<file path="config.mk">
export PLATFORM = sky130hd
export DESIGN_NAME = counter_monitor
export DESIGN_NICKNAME = d
export VERILOG_FILES = /design/src/rtl/counter_monitor.sv
export SDC_FILE = /design/constraint.sdc
export NUM_CORES = 1
export LEC_CHECK = 0
export ABC_AREA = 1
export CAP_MARGIN = 10
export CELL_PAD_IN_SITES_DETAIL_PLACEMENT = 1
export CELL_PAD_IN_SITES_GLOBAL_PLACEMENT = 1
export CORE_MARGIN = 3
export CORE_UTILIZATION = 40
export CTS_BUF_LIST = sky130_fd_sc_hd__clkbuf_8 sky130_fd_sc_hd__clkbuf_16
export DETAILED_ROUTE_END_ITERATION = 10
export PLACE_DENSITY = 0.85
export SYNTH_ARGS = -nofsm -noshare
export SYNTH_HDL_FRONTEND = slang
export SYNTH_SLANG_ARGS = --single-unit
</file>
<file path="constraint.sdc">
create_clock -name clk -period 4.5 [get_ports clk]
set_clock_uncertainty 0.1 [all_clocks]
set_input_delay 0.45 -clock clk [delete_from_list [all_inputs] [get_ports clk]]
set_output_delay 0.45 -clock clk [all_outputs]
set_load 0.01 [all_outputs]
</file>
<file path="src/rtl/counter_monitor.sv">
// Watches an up/down counter's output and checks each step against the value
// predicted from the previous sample, tracking lock, mismatches and wraps.
module counter_monitor #(
    parameter int WIDTH     = 4,
    parameter int ERR_LIMIT = 3
) (
    input  logic             clk,
    input  logic             rst,
    input  logic             en,
    input  logic [WIDTH-1:0] q_in,
    input  logic             mode,
    input  logic             ctr_rst,
    output logic             locked,
    output logic             err,
    output logic [7:0]       err_count,
    output logic [7:0]       wrap_count,
    output logic             dir_obs
);

    typedef enum logic [1:0] {
        UNLOCK = 2'd0,
        SYNC   = 2'd1,
        LOCKED = 2'd2
    } state_t;

    localparam int CW = (ERR_LIMIT < 2) ? 1 : $clog2(ERR_LIMIT + 1);
    localparam logic [CW-1:0]    LIMIT = CW'(ERR_LIMIT);
    localparam logic [WIDTH-1:0] MAX_Q = '1;
    localparam logic [WIDTH-1:0] MIN_Q = '0;

    state_t           state;
    logic [WIDTH-1:0] prev_q;
    logic             prev_mode;
    logic             prev_rst;
    logic [CW-1:0]    consec;

    logic [WIDTH-1:0] expected;
    logic             match;
    logic             wrap_hit;
    logic [CW-1:0]    consec_next;
    logic             limit_hit;

    // Prediction of the current sample from the previous one; a counter reset
    // seen last sample forces zero regardless of direction.
    always_comb begin
        expected = MIN_Q;
        if (!prev_rst) begin
            if (prev_mode) begin
                expected = prev_q + 1'b1;
            end else begin
                expected = prev_q - 1'b1;
            end
        end
        match       = (q_in == expected);
        wrap_hit    = !prev_rst &&
                      ((prev_mode  && (prev_q == MAX_Q) && (q_in == MIN_Q)) ||
                       (!prev_mode && (prev_q == MIN_Q) && (q_in == MAX_Q)));
        consec_next = consec + 1'b1;
        limit_hit   = (consec_next == LIMIT);
    end

    always_ff @(posedge clk) begin
        if (!rst) begin
            state      <= UNLOCK;
            locked     <= 1'b0;
            err        <= 1'b0;
            err_count  <= 8'd0;
            wrap_count <= 8'd0;
            dir_obs    <= 1'b0;
            consec     <= '0;
            prev_q     <= '0;
            prev_mode  <= 1'b0;
            prev_rst   <= 1'b0;
        end else begin
            err <= 1'b0;
            if (en) begin
                prev_q    <= q_in;
                prev_mode <= mode;
                prev_rst  <= ctr_rst;
                case (state)
                    UNLOCK: begin
                        state  <= SYNC;
                        locked <= 1'b0;
                    end
                    SYNC: begin
                        if (match) begin
                            state  <= LOCKED;
                            locked <= 1'b1;
                        end
                    end
                    LOCKED: begin
                        if (match) begin
                            consec <= '0;
                            if (!prev_rst) begin
                                dir_obs <= prev_mode;
                            end
                            if (wrap_hit && (wrap_count != 8'hFF)) begin
                                wrap_count <= wrap_count + 8'd1;
                            end
                        end else begin
                            err <= 1'b1;
                            if (err_count != 8'hFF) begin
                                err_count <= err_count + 8'd1;
                            end
                            // Too many mismatches in a row: give up the lock and resync.
                            if (limit_hit) begin
                                state  <= UNLOCK;
                                locked <= 1'b0;
                                consec <= '0;
                            end else begin
                                consec <= consec_next;
                            end
                        end
                    end
                    default: begin
                        state  <= UNLOCK;
                        locked <= 1'b0;
                    end
                endcase
            end
        end
    end

endmodule
</file>
* Word level (Yosys, flattened, before mapping)
Cells that the tools add are included.
** Word-level totals
- Register bits :: 29
- Latch bits :: 0
- Memory bits (writable) :: 0
- ROM bits :: 0
- Input bits :: 9
- Output and inout bits :: 19
- Memories :: 0
** Operators by class
- Add/subtract/negate cells :: 5
- $mul :: 0
- Div/mod/pow operators :: 0
- Order comparisons :: 0
- Equality and inequality tests :: 11
- Shifts and indexed selects :: 0
- Mux-type cells :: 13
- Bitwise logic cells :: 2
- Reductions and logical operators :: 18
** Operator list (count)
- adder 8 x 1 -> 8 bit, second input constant :: 2
- inequality test 8 bit, second input constant :: 2
- AND reduction 4 bit :: 4
- 2-to-1 mux 2 bit :: 5
- == test 4 bit, second input constant :: 2
- logical NOT 4 bit :: 2
- 2-to-1 mux 4 bit :: 2
- logical AND 1 bit :: 6
- inequality test 2 bit, second input constant :: 3
- one-hot mux 2 bit (3 select lines) :: 1
- adder 4 x 1 -> 4 bit, second input constant :: 1
- == test 2 bit, second input constant :: 2
- == test 4 bit :: 1
- 2-to-1 mux 1 bit :: 4
- subtractor 4 x 1 -> 4 bit, second input constant :: 1
- AND reduction 3 bit :: 1
- adder 2 x 1 -> 2 bit, second input constant :: 1
- == test 2 x 1 -> 1 bit, second input constant :: 1
- logical NOT 1 bit :: 2
- logical NOT 2 bit :: 1
- NOT 1 bit :: 2
- one-hot mux 1 bit (2 select lines) :: 1
- AND reduction 2 bit :: 1
- logical OR 1 bit :: 1

* Longest topological paths before layout
Gate-level depths: netlist (run 1).
- Word-level depth :: 7
- Depth in mapped cells :: 13

* Least setup slack after synthesis (run 1)
Ideal clock, no wire load.
- Path kind :: register -> register
- Start :: register prev_q[0]
- End :: register wrap_count[1]
- Setup time :: 0.132 ns
- Arrival time :: 1.815 ns
- Required time :: 4.268 ns
- Setup slack :: 2.453 ns
- Cell stages (with the launch flop) :: 12
- Buffers on the path :: 0
- Period minus slack after synthesis :: 2.047 ns
- Path through :: dfxtp_1 -> inv_1 -> fa_1 -> nor2_1 -> xnor2_1 -> nand2_1 -> nor2_4 -> nand2_2 -> nor2_4 -> nand3_1 -> nand2_1 -> a21oi_1
** On the way
- Longest elaborated chain between the ends :: 7
- Elaborated cells between the ends (all ways) :: 15
** Ends and longest elaborated chain
- start: declaration :: RTL line 32 : logic [WIDTH-1:0] prev_q;
- start signal: assignment :: RTL line 77 : prev_q <= q_in;
- branches (longest 6 deep; another with subtractor 4 x 1 -> 4 bit)
- AND reduction 4 bit (no line) (*)
- end signal: assignment :: RTL line 98 : wrap_count <= wrap_count + 8'd1;
- end: declaration :: RTL line 16 : output logic [7:0] wrap_count,
Every way passes the cells marked *.
A chain may end at the register's enable or synchronous reset.

* Worst setup path after layout (run 1)
- Start :: register prev_q[0]
- End :: register wrap_count[6]
The elaborated chain is that of the path after synthesis.

==> flow_metrics.env, run 1 <==
export IMPL_fin_crit_ns=2.64
export IMPL_register_area_um2=561
export IMPL_tightest_slew_ns=0.583
export IMPL_final_setup_worst_slack_ns=1.86
export IMPL_grt_pass1_wl_um=6850
export IMPL_synth_top_area_cell="dfxtp_1"
export IMPL_rrSetupSlack_ns=1.86
export IMPL_fp_dieH_um=68.8
export IMPL_setup_viol=0
export IMPL_n_antenna_cell=0
export IMPL_h_tree_depth=1
export IMPL_syn2layout_area_growth_pct=22.9
export IMPL_final_nets=260
export IMPL_num_vias=1534
export IMPL_drive_above_1_share=0.0898
export IMPL_drtIter0Drc=74
export IMPL_drv_cap=0
export IMPL_hold_worst_slack_ns=0.383
export IMPL_finalPower_uw=491
export IMPL_avgRoutedWirePerCell_um=13.9
export IMPL_p_per_area_nw_per_um2=253
export IMPL_fmax_ghz=0.379
export IMPL_postSynthNetCount=232
export IMPL_cts_resized=0
export IMPL_die_x_um=68.8
export IMPL_cts_buffers=3
export IMPL_drc=0
export IMPL_cts_sinks=28
export IMPL_irDropWorstVdd_uv=173
export IMPL_tns_ns=0
export IMPL_synth_async_reset_ratio=0
export IMPL_portBuffers=27
export IMPL_path_class="register to register"
export IMPL_routed_wl_um=4080
export IMPL_cts_root_buf="clkbuf_8"
export IMPL_hold_viol_final=0
export IMPL_avgSynthCellArea_um2=7.24
export IMPL_synthFlopType="dfxtp_1"
export IMPL_slew_viol_final=0
export IMPL_start_util=0.421
export IMPL_grt_pass1_vias=1502
export IMPL_rsz0062_at_grt="no"
export IMPL_grt_max_degree=17
export IMPL_multi_input_area_um2=911
export IMPL_gp_congestion=0.768
export IMPL_clk_pin_slew_ns=0.09
export IMPL_worstPathRequired_ns=4.54
export IMPL_period_share=0.586
export IMPL_synth_area_leaders="dfxtp_1 (36%), nand2_1 (10%), a21oi_1 (8.2%)"
export IMPL_hold_path_class="register to register"
export IMPL_cp_max_fo=13
export IMPL_first_pass_iters=3
export IMPL_grt_use_total=0.189
export IMPL_fp_dieArea_um2=4730
export IMPL_drt_vias_per_instance=5.24
export IMPL_ys_types=27
export IMPL_cts_buffer_depth=2
export IMPL_ant_nets=0
export IMPL_netlist_area_um2=1580
export IMPL_slew_headroom=0.610
export IMPL_crit_arrival_ns=2.67
export IMPL_antenna_found_initial=0
export IMPL_synth_commonest_cells="nand2_1 (42), dfxtp_1 (28), a21oi_1 (26), nor2_1 (19)"
export IMPL_rows=22
export IMPL_synth_top_area_frac=0.355
export IMPL_start_kind="register"
export IMPL_cts_tree="built"
export IMPL_fillCellCount=488
export IMPL_yosysWarnings=0
export IMPL_placed_cells=289
export IMPL_power_leakage_uw=0.000759
export IMPL_ys_seq_area_frac=0.355
export IMPL_grt_ovfl_total=0
export IMPL_cts_hold_buf=0
export IMPL_core_area_um2=3740
export IMPL_status="finished clean"
export IMPL_dp_hpwl_um=3110
export IMPL_clk_latency_ns=0.27
export IMPL_cp_end_kind="register"
export IMPL_cts_setup_buffers=0
export IMPL_synth_seq_cells=28
export IMPL_fin_cells=293
export IMPL_syn_inst=218
export IMPL_synth_edf_count=0
export IMPL_pin_count=28
export IMPL_dp_slack_ns=1.94
export IMPL_yosysMostFrequentCell="nand2_1"
==> cells by family after synthesis <==
family          synth area share
simple gates               0.324
compound gates             0.132
flops                      0.355
buf+inv                   0.0674
xor+xnor                  0.0777
fa+ha+maj                 0.0444
==> metrics by stage <==
step,area [µm²],util
4_1_cts,1940,0.518
2_1_floorplan,1580,-
3_5_place_dp,1880,0.503
5_1_grt,1940,0.518
6_report,1940,0.518
3_3_place_gp,1880,0.503
==> sequential cells by signal, summed over array words and instances (netlist names) <==
signal,count
locked,1
prev_rst,1
err_count,8
state,1
err,1
dir_obs,1
wrap_count,8
consec,2
prev_q,4
prev_mode,1
==> worst max-delay path, cell delays in order (launching register included) <==
cell and delay, ns:
dfxtp_1 0.42, inv_1 0.11, fa_1 0.54, nor2_1 0.05
xnor2_1 0.14, nand2_1 0.11, nor2_4 0.12, nand2_2 0.08
nor2_4 0.26, nand3_1 0.33, nand2_1 0.17, a21oi_1 0.08
==> per-layer routing <==
layer	track usage	up-vias	part of all wire
li1	-	781	-
met1	0.244	734	0.49
met2	0.335	17	0.48
met3	0.0243	2	0.020
met4	0.0365	0	0.0056
met5	0	-	0
==> layout by cell type (no fill, tap or decap), types with 8 or more instances in the layout <==
cell type / netlist / final
a21oi_1: 26 / 26
clkdlybuf4s50_1: 0 / 27
dfxtp_1: 28 / 28
inv_1: 17 / 17
nand2_1: 42 / 42
nand3_1: 17 / 17
nand4_1: 10 / 10
nor2_1: 19 / 19
o21ai_0: 10 / 10
xor2_1: 8 / 8
==> layout make-up <==
class | count | share of cell area
Multi-Input combinational cell | 164 | 0.470
Sequential cell | 28 | 0.289
Timing Repair Buffer | 27 | 0.139
Inverter | 22 | 0.0426
Tap cell | 48 | 0.0310
Clock buffer | 4 | 0.0284
==> worst paths after layout <==
path | from | end | cells past startpoint
min reg2reg | dir_obs | dir_obs | 2
max reg2reg | prev_q[0] | wrap_count[6] | 11
max | prev_q[0] | wrap_count[6] | 11
min | dir_obs | dir_obs | 2
==> power by group <==
group	switching (µW)	internal [µW]
logic	49.0	29.6
clock network	75.7	78.2
registers	5.85	253
total	131	360
Power figures use the tool's default switching activity.
==> run 2: changes to the inputs <==
--- a/config.mk
+++ b/config.mk
@@ -10,10 +10,10 @@
 export CELL_PAD_IN_SITES_DETAIL_PLACEMENT = 1
 export CELL_PAD_IN_SITES_GLOBAL_PLACEMENT = 1
 export CORE_MARGIN = 3
-export CORE_UTILIZATION = 40
+export CORE_UTILIZATION = 34
 export CTS_BUF_LIST = sky130_fd_sc_hd__clkbuf_8 sky130_fd_sc_hd__clkbuf_16
 export DETAILED_ROUTE_END_ITERATION = 10
-export PLACE_DENSITY = 0.85
+export PLACE_DENSITY = 0.77
 export SYNTH_ARGS = -nofsm -noshare
 export SYNTH_HDL_FRONTEND = slang
 export SYNTH_SLANG_ARGS = --single-unit
==> constraint.sdc (replaced) <==
create_clock -name clk -period 2.2 [get_ports clk]
set_clock_uncertainty 0.1 [all_clocks]
set_input_delay 0.22 -clock clk [delete_from_list [all_inputs] [get_ports clk]]
set_output_delay 0.22 -clock clk [all_outputs]
set_load 0.01 [all_outputs]
==> run 2 against run 1 <==
Effect of this change: count of clock-buffer cells in the layout is 1 lower; clock power is 78% higher; sequential power is 100% higher; worst setup slack worse by 1.8 ns; utilization is 6.0 points lower; hold slack worse by 0.0010 ns; sequential share of layout area is 1.1 points lower; non-clock buffer count is 10 higher; global-route usage is 2.6 points lower.
==> flow_metrics.env, run 2 (synthesis gave the netlist of run 1 again) <==
export IMPL_status="finished clean"
export IMPL_drc=0
export IMPL_cts_buffer_depth=2
export IMPL_cp_max_fo=7
export IMPL_cts_tree="built"
export IMPL_rsz0062_at_grt="yes"
export IMPL_power_frac_clock=0.277
export IMPL_switching_power_uw=270
export IMPL_gp_congestion=0.756
export IMPL_fp_dieArea_um2=5490
export IMPL_drtIter0Drc=37
export IMPL_final_nets=270
export IMPL_cts_buffers=3
export IMPL_worstPathRequired_ns=2.25
export IMPL_pin_count=28
export IMPL_grt_ovfl_total=0
export IMPL_avgRoutedWirePerCell_um=13.7
export IMPL_drive_above_1_share=0.146
export IMPL_cts_sinks=28
export IMPL_grt_pass1_vias=1602
export IMPL_setup_viol=0
export IMPL_irDropWorstVdd_uv=235
export IMPL_drv_cap=0
export IMPL_p_int_uw=719
export IMPL_hold_viol_final=0
export IMPL_multi_input_area_um2=921
export IMPL_start_util=0.357
export IMPL_ant_nets=0
export IMPL_slew_viol_final=0
export IMPL_cts_root_buf="clkbuf_8"
export IMPL_hold_worst_slack_ns=0.382
export IMPL_core_area_um2=4410
export IMPL_cp_end_kind="register"
export IMPL_die_x_um=74.1
export IMPL_grt_pass1_wl_um=7020
export IMPL_grt_max_degree=17
export IMPL_start_kind="register"
export IMPL_tightest_slew_ns=0.558
export IMPL_clk_latency_ns=0.27
export IMPL_p_per_area_nw_per_um2=489
export IMPL_portBuffers=27
export IMPL_comb_power_share=0.189
export IMPL_rows=24
export IMPL_path_class="register to register"
export IMPL_clk_pin_slew_ns=0.09
export IMPL_fillCellCount=570
export IMPL_power_leakage_uw=0.000802
export IMPL_h_tree_depth=1
export IMPL_dp_hpwl_um=3180
export IMPL_antenna_found_initial=0
export IMPL_crit_arrival_ns=2.15
export IMPL_grt_use_total=0.162
export IMPL_num_vias=1575
export IMPL_syn2layout_area_growth_pct=28.2
export IMPL_n_antenna_cell=0
export IMPL_slew_headroom=0.627
export IMPL_register_area_um2=563
export IMPL_period_share=0.954
export IMPL_largestRegisters="err_count: 8 flops, wrap_count: 8 flops, prev_q: 4 flops"
export IMPL_mostFrequentLayoutCell="nand2_1"
export IMPL_fmax_ghz=0.476
export IMPL_seqPwrFrac=0.534
export IMPL_hold_path_class="register to register"
export IMPL_routed_wl_um=4190
export IMPL_drt_vias_per_instance=5.15
export IMPL_layout_cells_most_common_list="nand2_1 (42), clkdlybuf4s50_1 (27), a21oi_1 (26), dfxtp_1 (26), nor2_1 (18)"
export IMPL_first_pass_iters=4
export IMPL_tns_ns=0
export IMPL_fin_crit_ns=2.10
export IMPL_swShare=0.273
export IMPL_fp_dieH_um=74.1
## run 2: what timing repair did
action | CTS | global route
buffers inserted | 0 | 0
hold buffers | 0 | 0
resized for setup | 1 | 7
endpoints found under the hold margin | 0 | 0
endpoints found under the setup margin | 1 | 17
gates cloned | 0 | 1
## run 2: cell type report
| cell class | instances | share of cell area |
|---|---|---|
| Timing Repair Buffer | 37 | 0.173 |
| Tap cell | 52 | 0.0322 |
| Inverter | 22 | 0.0408 |
| Multi-Input combinational cell | 164 | 0.455 |
| Clock buffer | 3 | 0.0204 |
| Sequential cell | 28 | 0.278 |
## run 2: worst paths after layout
| check | startpoint | endpoint | slack (ns) | depth (start not counted) |
|---|---|---|---|---|
| min reg2reg | dir_obs | dir_obs | 0.38 | 2 |
| max | prev_q[0] | wrap_count[7] | 0.10 | 11 |
| max reg2reg | prev_q[0] | wrap_count[7] | 0.10 | 11 |
| min | dir_obs | dir_obs | 0.38 | 2 |
## run 2: per-stage QoR
stage                     worst slack (ns)  instances  utilization  area (µm²)  total power (µW)
after global placement              0.0807        302        0.443        1960               713
after floorplan                      0.153        218            -        1580               657
after global routing               -0.0399        306        0.458        2020              1050
after detailed placement           -0.0110        302        0.443        1960               718
final                                0.101        306        0.458        2020               989
after CTS                           0.0374        305        0.454        2000               999
## run 2: critical path, stage by stage (launching register included)
cell and delay, ns:
dfxtp_2 0.34, inv_2 0.05, fa_2 0.56, nor2_2 0.04, xnor2_1 0.13, nand2_1 0.10
nor2_4 0.11, nand2_2 0.07, nor2_4 0.12, nand3_2 0.17, nand2_1 0.12, a21oi_1 0.06
## run 2: routing by layer
| metal | up-vias | share of wire | global-route usage |
|---|---|---|---|
| met5 | - | 0 | 0 |
| met4 | 0 | 0.011 | 0.0503 |
| met3 | 5 | 0.023 | 0.0284 |
| met2 | 22 | 0.47 | 0.277 |
| met1 | 753 | 0.49 | 0.209 |
| li1 | 795 | - | - |
## run 2: power by group through the flow
stage	sequential, µW	clock (µW)	combinational, µW
global route	529	306	210
detailed placement	538	0	180
global placement	538	0	175
floorplan	537	0	120
CTS	527	291	181
finish	528	274	187
==> RTL edit: new RTL, settings of run 2 <==
The 3 states of `state_t` get a one-hot encoding in 3 bits.
--- a/src/rtl/counter_monitor.sv
+++ b/src/rtl/counter_monitor.sv
@@ -18,8 +18,8 @@
 );
 
-    typedef enum logic [1:0] {
-        UNLOCK = 2'd0,
-        SYNC   = 2'd1,
-        LOCKED = 2'd2
+    typedef enum logic [2:0] {
+        UNLOCK = 3'b001,
+        SYNC   = 3'b010,
+        LOCKED = 3'b100
     } state_t;
 
Check against the original RTL: same outputs for any inputs over 4 cycles, from zero or initial values and one cycle with rst low; so few cycles prove little.
==> RTL edit against run 2 <==
  * The flow now finishes with violations (setup timing)
  * Total power grew 23%
  * Sequential share of layout area shrank 4.1 points
  * Highest routed layer unchanged
  * Final area increased by 21%
  * Combinational power up 40%
  * Sequential cell count rose by 1
  * Routed wire length rose by 27%
  * Count of clock-buffer cells in the layout rose by 2
  * Worst setup slack lost 0.16 ns
  * Synthesized area up 10%
  * Die area is 9.5% higher
  * Clock power is 47% higher
  * Worst hold slack got worse by 0.0088 ns
==> RTL edit: results (changes against run 2) <==
Synth
  – Dominant register cell in the synthesized netlist: dfxtp_1 (unchanged)
  – Seq/Total Area, Yosys: 0.333 (was 0.355)
  – Asr flop ratio synth: 0 (unchanged)
  – Net count after synthesis: 272 (was 232)
  – Yosys warnings: 0 (unchanged)
  – Count of cell types in the netlist: 32 (was 27)
  – Synth area leaders: dfxtp_1 (33%), nand2_1 (14%), a21oi_1 (6.0%) (was dfxtp_1 (36%), nand2_1 (10%), a21oi_1 (8.2%))
  – Number of synthesized flops with an enable pin: 0 (unchanged)
  – Commonest cells in the netlist: nand2_1 (63), dfxtp_1 (29), inv_1 (27), nor2_1 (24), a21oi_1 (21) (was nand2_1 (42), dfxtp_1 (28), a21oi_1 (26), nor2_1 (19))

Routing
  – DRT Pass-1 Iters: 4 (unchanged)
  – DRT iter0 DRCs: 40 (was 37)
  – Vias per std cell: 4.96 (was 5.15)
  – Routed wire length: 5320 microns (was 4190 microns)

Critical path
  – CP arrival: 2.38 ns (was 2.15 ns)
  – Max stage delay cell, worst path: dfxtp_2 (was fa_2)
  – Kind of cell adding the most delay to the critical path: simple AND/OR/NAND/NOR gates (unchanged)
  – Largest fanout on the critical path: 4 (was 7)
  – Max incr delay on CP: 0.36 ns (was 0.56 ns)

Global routing
  – Vias in the first global route: 1885 (was 1602)
  – Total GRT Usage: 0.183 (was 0.162)
  – First-pass GRT wire length: 8950 microns (was 7020 microns)
  – Initial antenna violation count: 0 (unchanged)
  – Largest net degree at the start of global routing: 16 (was 17)

Run status
  – Status: finished with violations (was completed)
  – Failing checks: setup timing

Power
  – Maximum VDD drop: 0.404 mV (was 0.235 mV)
  – Power Internal: 0.858 mW (was 0.719 mW)
  – Pleak: 1.07 nW (was 0.802 nW)

Clocking
  – CTS Buffer Depth: 2 (unchanged)
  – TritonCTS buffer count: 5 (was 3)
  – Later-pin clock latency in the skew report: 0.27 ns (about the same)
  – Worst-path clk slew: 0.06 ns (was 0.09 ns)
  – Clock Tree Root: clkbuf_8 (unchanged)
  – H-Tree Depth: 2 (was 1)

Timing
  – Final count of negative-setup-slack endpoints: 7 (was 0)
  – Relative slew slack: 0.689 (was 0.627)
  – Slack of the critical path: -0.0621 ns (was 0.101 ns)

Finish
  – # fillers: 628 (was 570)
  – Layout net count: 326 (was 270)
  – Top Registers: err_count (8), wrap_count (8), prev_q (4) (unchanged)
  – Antenna diode count: 0 (unchanged)
  – Layout cells sized above 1: 0.219 (was 0.146)

Floorplan
  – CORE AREA: 0.00485 sq mm (was 0.00441 sq mm)

Place
  – Pre-CTS WS: -0.0853 ns (was -0.0110 ns)
  – RD Place Congestion: 0.833 (was 0.756)
  – Hpwl dp: 3850 microns (was 3180 microns)
  – PortBufs: 27 (unchanged)

Worst hold path
  – Worst min path class: reg -> reg (unchanged)
-- RTL edit: cell count changes after synthesis, moves of 4 or more --
cell,change
nand2_1,+21
inv_1,+10
a21oi_1,-5
nand4_1,+5
nor2_1,+5
nor3_1,+5
o21ai_1,+4
-- RTL edit: logic make-up after synthesis --
kind of cell / Yosys count / synth area share
xor+xnor: 9 / 0.0453
buf+inv: 38 / 0.0826
flops: 29 / 0.333
compound gates: 42 / 0.130
fa+ha+maj: 5 / 0.0402
simple gates: 135 / 0.369
-- RTL edit: timing repair --
item,in CTS,in global routing
buffers inserted,3,2
pin swaps,4,13
resized for setup,10,27
endpoints found under the setup margin,4,23
gates cloned,0,1
-- RTL edit: power by group through the flow --
stage	Combinational [mW]	Clock, mW	Sequential, mW
2_1_floorplan	0.135	0	0.566
3_3_place_gp	0.215	0	0.565
3_5_place_dp	0.220	0	0.566
4_1_cts	0.242	0.414	0.555
5_1_grt	0.294	0.444	0.557
6_report	0.262	0.402	0.556
-- RTL edit: area by class of cell --
class	count	area [sq um]	share of cell area
Tap cell	67	83.8	0.0341
Timing Repair Buffer	50	462	0.188
Timing Repair inverter	1	6.26	0.00255
Sequential cell	29	584	0.238
Clock buffer	5	68.8	0.0280
Multi-Input combinational cell	191	1110	0.453
Clock inverter	1	5.00	0.00204
Inverter	34	133	0.0540
-- RTL edit: metal layers --
metal	share of wire	GRT usage
met5	0	0
met4	0.014	0.0552
met3	0.030	0.0383
met2	0.50	0.305
met1	0.46	0.238
-- RTL edit: through the flow --
stage | cell area, sq um | util | hold WS [ns] | cells | setup TNS [ns]
6_report | 2460 | 0.507 | 0.373 | 378 | -0.251
5_1_grt | 2460 | 0.507 | 0.421 | 378 | -2.69
4_1_cts | 2340 | 0.483 | 0.368 | 375 | -0.182
3_5_place_dp | 2210 | 0.457 | 0.359 | 366 | -0.0896
3_3_place_gp | 2210 | 0.457 | 0.356 | 366 | 0
2_1_floorplan | 1740 | - | 0.297 | 258 | 0
-- RTL edit: final timing paths --
path | end | startpoint | slack, ns | cells after the start
worst min-delay path | consec[1]$_SDFFE_PN0P_ | consec[1]$_SDFFE_PN0P_ | 0.37 | 2
worst max register to register | wrap_count[6]$_SDFFE_PN0P_ | prev_mode$_SDFFE_PN0P_ | -0.06 | 13
worst max-delay path | wrap_count[6]$_SDFFE_PN0P_ | prev_mode$_SDFFE_PN0P_ | -0.06 | 13
worst min register to register | consec[1]$_SDFFE_PN0P_ | consec[1]$_SDFFE_PN0P_ | 0.37 | 2
-- RTL edit: tightest hold or removal path, cell delays in order, from the launching register on --
cell and delay [ns]:
dfxtp_1 0.31, nand2_1 0.06, a21oi_1 0.05
